File: src/rtl/pc_pkg.sv
// Shared types and default vectors for the fetch-stage next-PC logic.
package pc_pkg;

  typedef enum logic [2:0] {
    SEQ  = 3'd0,
    HOLD = 3'd1,
    BR   = 3'd2,
    J    = 3'd3,
    JR   = 3'd4,
    IRQ  = 3'd5,
    EXC  = 3'd6
  } pc_src_t;

  localparam logic [31:0] RESET_PC  = 32'h8000_0000;
  localparam logic [31:0] ILLOP_VEC = 32'h8000_0004;
  localparam logic [31:0] XADR_VEC  = 32'h8000_0008;

  // Any source other than sequential fetch or hold invalidates IF/ID.
  function automatic logic is_redirect(input pc_src_t src);
    return !((src == SEQ) || (src == HOLD));
  endfunction

  // EPC is captured only when control transfers to a trap vector.
  function automatic logic is_trap(input pc_src_t src);
    return (src == EXC) || (src == IRQ);
  endfunction

endpackage

File: src/rtl/pc_redirect_sel.sv
// Combinational priority encoder choosing the next fetch PC and its source.
module pc_redirect_sel
  import pc_pkg::*;
#(
  parameter int              XLEN      = 32,
  parameter logic [XLEN-1:0] ILLOP_VEC = XLEN'(pc_pkg::ILLOP_VEC),
  parameter logic [XLEN-1:0] XADR_VEC  = XLEN'(pc_pkg::XADR_VEC)
) (
  input  logic [XLEN-1:0] pc,
  input  logic [XLEN-1:0] pc_plus4,
  input  logic            exc,
  input  logic            irq_take,
  input  logic            stall,
  input  logic            jr_valid,
  input  logic [XLEN-1:0] jr_target,
  input  logic            j_valid,
  input  logic [25:0]     j_index,
  input  logic            br_valid,
  input  logic            br_taken,
  input  logic [XLEN-1:0] br_target,
  output pc_src_t         src,
  output logic [XLEN-1:0] nxt
);

  logic [XLEN-1:0] j_target;

  // Jump keeps the region bits of the delay-slot address, as in MIPS.
  assign j_target = {pc_plus4[XLEN-1:28], j_index, 2'b00};

  always_comb begin
    src = SEQ;
    nxt = pc_plus4;
    if (exc) begin
      src = EXC;
      nxt = XADR_VEC;
    end else if (irq_take) begin
      src = IRQ;
      nxt = ILLOP_VEC;
    end else if (stall) begin
      src = HOLD;
      nxt = pc;
    end else if (jr_valid) begin
      src = JR;
      nxt = jr_target;
    end else if (j_valid) begin
      src = J;
      nxt = j_target;
    end else if (br_valid && br_taken) begin
      src = BR;
      nxt = br_target;
    end
  end

endmodule

File: src/rtl/pc_next_unit.sv
// Program-counter register with prioritised redirect, stall hold, masked
// interrupt latch and registered flush / acknowledge / EPC outputs.
module pc_next_unit
  import pc_pkg::*;
#(
  parameter int              XLEN      = 32,
  parameter logic [XLEN-1:0] RESET_PC  = XLEN'(pc_pkg::RESET_PC),
  parameter logic [XLEN-1:0] ILLOP_VEC = XLEN'(pc_pkg::ILLOP_VEC),
  parameter logic [XLEN-1:0] XADR_VEC  = XLEN'(pc_pkg::XADR_VEC)
) (
  input  logic            clk,
  input  logic            reset,
  input  logic            stall_i,
  input  logic            br_valid_i,
  input  logic            br_taken_i,
  input  logic [XLEN-1:0] br_target_i,
  input  logic            j_valid_i,
  input  logic [25:0]     j_index_i,
  input  logic            jr_valid_i,
  input  logic [XLEN-1:0] jr_target_i,
  input  logic            irq_i,
  input  logic            exc_i,
  output logic [XLEN-1:0] pc_o,
  output logic [XLEN-1:0] pc_plus4_o,
  output logic            flush_o,
  output logic            irq_ack_o,
  output logic [XLEN-1:0] epc_o
);

  logic [XLEN-1:0] pc_reg;
  logic [XLEN-1:0] pc_next;
  logic [XLEN-1:0] epc_reg;
  logic [XLEN-1:0] epc_next;
  logic [XLEN-1:0] pc_plus4;
  logic            flush_reg;
  logic            flush_next;
  logic            irq_ack_reg;
  logic            irq_ack_next;
  logic            irq_pend_reg;
  logic            irq_pend_next;
  logic            kernel;
  logic            irq_take;
  pc_src_t         src;

  assign kernel   = pc_reg[XLEN-1];
  assign pc_plus4 = pc_reg + XLEN'(4);

  // Defer the interrupt behind any in-flight redirect so its target is not
  // overwritten and the EPC always names the next unfetched instruction.
  assign irq_take = irq_pend_reg & ~kernel & ~stall_i & ~br_valid_i &
                    ~j_valid_i & ~jr_valid_i & ~exc_i;

  pc_redirect_sel #(
    .XLEN      (XLEN),
    .ILLOP_VEC (ILLOP_VEC),
    .XADR_VEC  (XADR_VEC)
  ) u_sel (
    .pc        (pc_reg),
    .pc_plus4  (pc_plus4),
    .exc       (exc_i),
    .irq_take  (irq_take),
    .stall     (stall_i),
    .jr_valid  (jr_valid_i),
    .jr_target (jr_target_i),
    .j_valid   (j_valid_i),
    .j_index   (j_index_i),
    .br_valid  (br_valid_i),
    .br_taken  (br_taken_i),
    .br_target (br_target_i),
    .src       (src),
    .nxt       (pc_next)
  );

  always_comb begin
    flush_next    = is_redirect(src);
    irq_ack_next  = irq_take;
    irq_pend_next = (irq_pend_reg | irq_i) & ~irq_take;
    epc_next      = epc_reg;
    if (is_trap(src)) begin
      epc_next = pc_reg;
    end
  end

  always_ff @(posedge clk) begin
    if (reset) begin
      pc_reg       <= RESET_PC;
      epc_reg      <= '0;
      flush_reg    <= 1'b0;
      irq_ack_reg  <= 1'b0;
      irq_pend_reg <= 1'b0;
    end else begin
      pc_reg       <= pc_next;
      epc_reg      <= epc_next;
      flush_reg    <= flush_next;
      irq_ack_reg  <= irq_ack_next;
      irq_pend_reg <= irq_pend_next;
    end
  end

  assign pc_o       = pc_reg;
  assign pc_plus4_o = pc_plus4;
  assign flush_o    = flush_reg;
  assign irq_ack_o  = irq_ack_reg;
  assign epc_o      = epc_reg;

endmodule

File: config.mk
export PLATFORM = sky130hd
export DESIGN_NAME = pc_next_unit
export DESIGN_NICKNAME = d
export VERILOG_FILES = /design/src/rtl/pc_pkg.sv /design/src/rtl/pc_redirect_sel.sv /design/src/rtl/pc_next_unit.sv
export SDC_FILE = /design/constraint.sdc
export NUM_CORES = 1
export LEC_CHECK = 0
export CAP_MARGIN = 10
export CELL_PAD_IN_SITES_DETAIL_PLACEMENT = 1
export CELL_PAD_IN_SITES_GLOBAL_PLACEMENT = 2
export CORE_ASPECT_RATIO = 0.5
export CORE_MARGIN = 4
export CORE_UTILIZATION = 23
export DETAILED_ROUTE_END_ITERATION = 7
export PLACE_DENSITY_LB_ADDON = 0.25
export REMOVE_ABC_BUFFERS = 1
export SLEW_MARGIN = 20
export SYNTH_ARGS = -nofsm -noshare
export SYNTH_HDL_FRONTEND = slang
export SYNTH_HIERARCHICAL = 1
export SYNTH_SLANG_ARGS = --single-unit
File: constraint.sdc
create_clock -name clk -period 3.5 [get_ports clk]
set_input_delay 0.875 -clock clk [delete_from_list [all_inputs] [get_ports clk]]
set_output_delay 0.875 -clock clk [all_outputs]
set_load 0.05 [all_outputs]
### After elaboration in Yosys (flattened, before gate mapping)

Cells that the tools add are included.

| storage, ports and cells | value |
|---|---|
| bits in registers | 67 |
| input bits | 99 |
| output and inout port bits | 98 |
| logic and storage cells | 47 |

| operators by class | value |
|---|---|
| add/subtract/negate cells | 1 |
| equal/unequal tests | 5 |
| multiplexer cells | 12 |
| bitwise logic cells | 15 |
| reduce and logical (&&, ||, !) cells | 7 |

Operators by type and width:

| kind | number |
|---|---|
| 2-to-1 mux 32 bit | 3 |
| adder 32 x 3 -> 32 bit, second input constant | 1 |
| 2-to-1 mux 3 bit | 5 |
| 2-to-1 mux 4 bit | 3 |
| AND 1 bit | 7 |
| inverter 1 bit | 7 |
| == test 3 bit, second input constant | 2 |
| == test 3 x 1 -> 1 bit, second input constant | 1 |
| zero test 3 bit | 1 |
| != test 3 x 1 -> 1 bit, second input constant | 1 |
| OR reduction 3 bit | 1 |
| logical OR 1 bit | 2 |
| 2-to-1 mux 2 bit | 1 |
| != test 2 x 1 -> 1 bit, second input constant | 1 |
| OR reduction 2 bit | 1 |
| logical AND 1 bit | 1 |
| zero test 1 bit | 1 |
| OR 1 bit | 1 |

### Logic depth before layout (Yosys ltp)

Gate-level depths: netlist of the first run.

| logic depth | value |
|---|---|
| word-level depth | 12 |
| depth in mapped cells | 11 |
| gate-level depth less buffers | 9 |

### Modules after synthesis

Netlist of the first run, hierarchy kept.

By module, submodules not included:

| module | times used | cells each | area an instance (sq um) | seq. area each (sq um) |
|---|---|---|---|---|
| pc_next_unit | 1 | 305 | 2700.1 | 1341.3 |
| pc_redirect_sel | 1 | 265 | 1856.8 | 0.0 |

### Worst setup path before layout of the first run

No wires, ideal clock.

| path | value |
|---|---|
| kind | reg-to-reg |
| start point | register pc_reg[2] (netlist: pc_o[2]) |
| end point | register pc_reg[22] (netlist: pc_o[22]) |
| library setup time | 0.066 ns |
| data arrival time | 3.529 ns |
| required time | 3.434 ns |
| path slack | -0.095 ns |
| stages on the path, launching flop included | 10 |
| buffers on the path | 0 |
| clock period less this slack | 3.595 ns |
| cells stage by stage | dfxtp_1 > ha_1 > nand3_1 > nor4_1 > nand3_1 > xnor2_1 > a211oi_1 > or4_1 > a221oi_2 > nor2b_1 |

| between the ends | value |
|---|---|
| word-level cells in the longest chain between the ends | 4 |

RTL lines:

| what | RTL line | source |
|---|---|---|
| start, declared | pc_next_unit.sv:30 | `logic [XLEN-1:0] pc_reg;` |
| start signal, assigned | pc_next_unit.sv:92 | `pc_reg <= pc_next;` |
| adder 32 x 3 -> 32 bit | pc_next_unit.sv:46 | `assign pc_plus4 = pc_reg + XLEN'(4);` |
| net pc_plus4_o[22] | pc_next_unit.sv:24 | `output logic [XLEN-1:0] pc_plus4_o,` |
| 2-to-1 mux 32 bit | pc_redirect_sel.sv:48 | `end else if (br_valid && br_taken) begin` |
| 2-to-1 mux 32 bit | pc_redirect_sel.sv:45 | `end else if (j_valid) begin` |
| 2-to-1 mux 32 bit | pc_redirect_sel.sv:42 | `end else if (jr_valid) begin` |

The timed path passes the listed nets, and every way through them passes these cells.
A chain may end at the register's enable or synchronous reset.

### Worst setup path in the final report of the first run

| path | value |
|---|---|
| start point | register pc_reg[16] (netlist: pc_o[16]) |
| end point | output pc_plus4_o[30] |

| between the ends | value |
|---|---|
| word-level cells in the longest chain between the ends | 1 |

RTL lines:

| what | RTL line |
|---|---|
| adder 32 x 3 -> 32 bit | pc_next_unit.sv:46 |
| end, declared | pc_next_unit.sv:24 |

No other way between the ends.

==> results of run 1 <==
[metrics by stage]
stage | instances | setup slack, ns
floorplan | 515 | -0.0946
global placement | 1007 | 0.280
detailed placement | 1007 | 0.163
CTS | 1022 | 0.0993
global route | 1023 | 0.000620
finish | 1023 | 0.175
[path summary, 6_finish.rpt]
kind                   from             end  slack [ns]  cells after the start
setup / recovery   pc_o[16]  pc_plus4_o[30]        0.18                      5
hold reg to reg   epc_o[14]       epc_o[14]        0.45                      2
hold / removal    epc_o[14]       epc_o[14]        0.45                      2
setup reg to reg   pc_o[16]        pc_o[26]        0.56                      8
[critical path, stage by stage, from the launching register on]
cell and delay [ns]:
dfxtp_1 0.47, and4_1 0.39, nand3_2 0.35, nor4_2 0.36, xor2_1 0.35, buf_12 0.19
[kinds of logic (layout without fill, tap and decap cells)]
kind of cell    Yosys count  in the layout  share of synthesized area
compound gates          136            136                      0.220
flops                    67             67                      0.294
xor+xnor                 29             29                     0.0557
buf+inv                  88            275                     0.0887
fa+ha+maj                 1              1                    0.00275
simple gates            249            249                      0.338
[cell usage after synthesis, drive strengths merged, types with 4 or more instances]
library cell	instances
nand2	76
dfxtp	67
a21oi	62
nor2b	61
inv	33
clkbuf	30
a221oi	29
a211oi	28
buf	25
nor4bb	25
or4	25
xnor2	18
nand3	14
nor2	12
xor2	11
nor4	9
o21ai	7
nand4	6
and4	4
o31ai	4
or2	4
[final cells by class]
class	instances	area share
Clock inverter	3	0.00207
Multi-Input combinational cell	415	0.389
Clock buffer	12	0.0340
Timing Repair Buffer	227	0.326
Tap cell	266	0.0460
Sequential cell	67	0.185
Inverter	33	0.0171
[metal layers]
layer / global-route usage / part of all wire / wire length (um)
met5: 0 / 0 / 0
met4: 0.0255 / 0.0047 / 91
met3: 0.0341 / 0.028 / 538
met2: 0.295 / 0.48 / 9410
met1: 0.231 / 0.48 / 9440
[what timing repair did]
item | 4_1_cts | 5_1_grt
hold endpoints to repair | 0 | 0
buffers inserted | 0 | 1
hold buffers | 0 | 0
setup endpoints to repair | 0 | 1
[power by group through the flow]
stage / Combinational [mW] / Clock (mW) / Sequential, mW
floorplan: 0.233 / 0 / 0.936
global placement: 0.714 / 0 / 0.840
detailed placement: 0.718 / 0 / 0.840
CTS: 0.721 / 0.846 / 0.824
global route: 0.762 / 0.874 / 0.828
finish: 0.713 / 0.816 / 0.824
==> flow_metrics.env, run 1 <==
export IMPL_status="complete, no violations"
export IMPL_seq_area_um2=1340
export IMPL_timing_final_crit_period_ns=3.32
export IMPL_clock_sinks=67
export IMPL_ys_seq_area_frac=0.294
export IMPL_synth_top_area_cell="dfxtp_1"
export IMPL_seq_power_share=0.350
export IMPL_grt_setup_unrepaired="false"
export IMPL_grt_pass1_wl_um=30400
export IMPL_routed_wl_um=19500
export IMPL_pwr_share_clk=0.347
export IMPL_drt_first_pass_iters=4
export IMPL_final_cell_mix="169 x clkdlybuf4s50_1, 76 x nand2_1, 67 x dfxtp_1"
export IMPL_worst_setup_path_type="reg2out"
export IMPL_fin_skew_ns=0.00451
export IMPL_dp_hpwl_um=14600
export IMPL_synth_cell_types=44
export IMPL_postLayoutCellArea_um2=7240
export IMPL_area_growth_syn_to_layout_pct=58.9
export IMPL_min_period_over_period=0.950
export IMPL_cp_start_kind="flop"
export IMPL_drv_cap=0
export IMPL_synth_top_area_frac=0.294
export IMPL_placed_area_um2=6970
export IMPL_synth_ff_type="dfxtp_1"
export IMPL_drt_iter0_markers=156
export IMPL_core_um2=19500
export IMPL_synth_area_per_cell_um2=7.99
export IMPL_routabilityCongestion=0.737
export IMPL_track_usage=0.172
export IMPL_num_vias=4907
export IMPL_worstMarginPinSlew_ns=0.799
export IMPL_insertedDiodeCount=0
export IMPL_power_internal_mw=1.59
export IMPL_cts_htree_levels=3
export IMPL_p_switching_mw=0.762
export IMPL_post_cts_resized=0
export IMPL_antenna_left=0
export IMPL_syn_area_um2=4560
export IMPL_setup_tns_ns=0
export IMPL_root_buffer="clkbuf_16"
export IMPL_initial_core_util=0.234
export IMPL_io_pins=197
export IMPL_nets=853
export IMPL_synth_area_leaders="dfxtp_1 29%, nor2b_1 8.4%, a21oi_1 6.8%"
export IMPL_portBuffers=196
export IMPL_relSlewSlack=0.467
export IMPL_worstPathMaxFanout=8
export IMPL_synthCells=570
export IMPL_die_y_um=108
export IMPL_tritoncts="built"
export IMPL_worstPathRequired_ns=2.62
export IMPL_hold_worst_slack_ns=0.451
export IMPL_arrival_ns=2.45
export IMPL_vias_per_cell=4.80
export IMPL_worst_hold_path_type="reg2reg"
export IMPL_max_clock_freq_mhz=301
export IMPL_yosys_warnings=6
export IMPL_multi_input_area_um2=2820
export IMPL_synth_edf_count=0
export IMPL_drc=0
export IMPL_end_kind="output pin"
export IMPL_switching_share=0.324
export IMPL_clk_pin_slew_ns=0.05
export IMPL_slew_violations=0
export IMPL_grt_max_degree=58
export IMPL_cts_max_path_buffers=2
export IMPL_antenna_found_initial=0
export IMPL_hold_viol_final=0
export IMPL_layout_drive_gt1_share=0.139
export IMPL_num_rows=36
export IMPL_async_reset_ff_frac=0
export IMPL_p_leak_nw=2.49
export IMPL_grt_pass1_vias=5165
export IMPL_die_w_um=207
export IMPL_clk_latency_ns=0.33
export IMPL_fin_util=0.372
export IMPL_final_common_cell="clkdlybuf4s50_1"
export IMPL_wire_per_inst_um=19.0
export IMPL_gr_total_overflow=0
export IMPL_setup_viol=0
export IMPL_ir_drop_uv=217
export IMPL_combinationalPowerShare=0.303
export IMPL_ys_ff_latch=67
export IMPL_p_per_area_nw_per_um2=325
export IMPL_die_area_um2=22300
export IMPL_fill_cells=2319
export IMPL_cts_buffers=9
export IMPL_p_total_mw=2.35
Power figures use the tool's default switching activity.
==> run 2: changes to the inputs <==
--- a/config.mk
+++ b/config.mk
@@ -14,7 +14,6 @@
 export DETAILED_ROUTE_END_ITERATION = 7
 export PLACE_DENSITY_LB_ADDON = 0.25
 export REMOVE_ABC_BUFFERS = 1
-export SLEW_MARGIN = 20
 export SYNTH_ARGS = -nofsm -noshare
 export SYNTH_HDL_FRONTEND = slang
 export SYNTH_HIERARCHICAL = 1
==> results of run 2 <==
No change in the layout: final DEF, timing and power equal those of run 1.
==> run 3: changes to the inputs <==
--- a/config.mk
+++ b/config.mk
@@ -14,6 +14,7 @@
 export DETAILED_ROUTE_END_ITERATION = 7
 export PLACE_DENSITY_LB_ADDON = 0.25
 export REMOVE_ABC_BUFFERS = 1
+export SKIP_LAST_GASP = 1
 export SYNTH_ARGS = -nofsm -noshare
 export SYNTH_HDL_FRONTEND = slang
 export SYNTH_HIERARCHICAL = 1
==> results of run 3 <==
No change in the layout: final DEF, timing and power equal those of run 1.
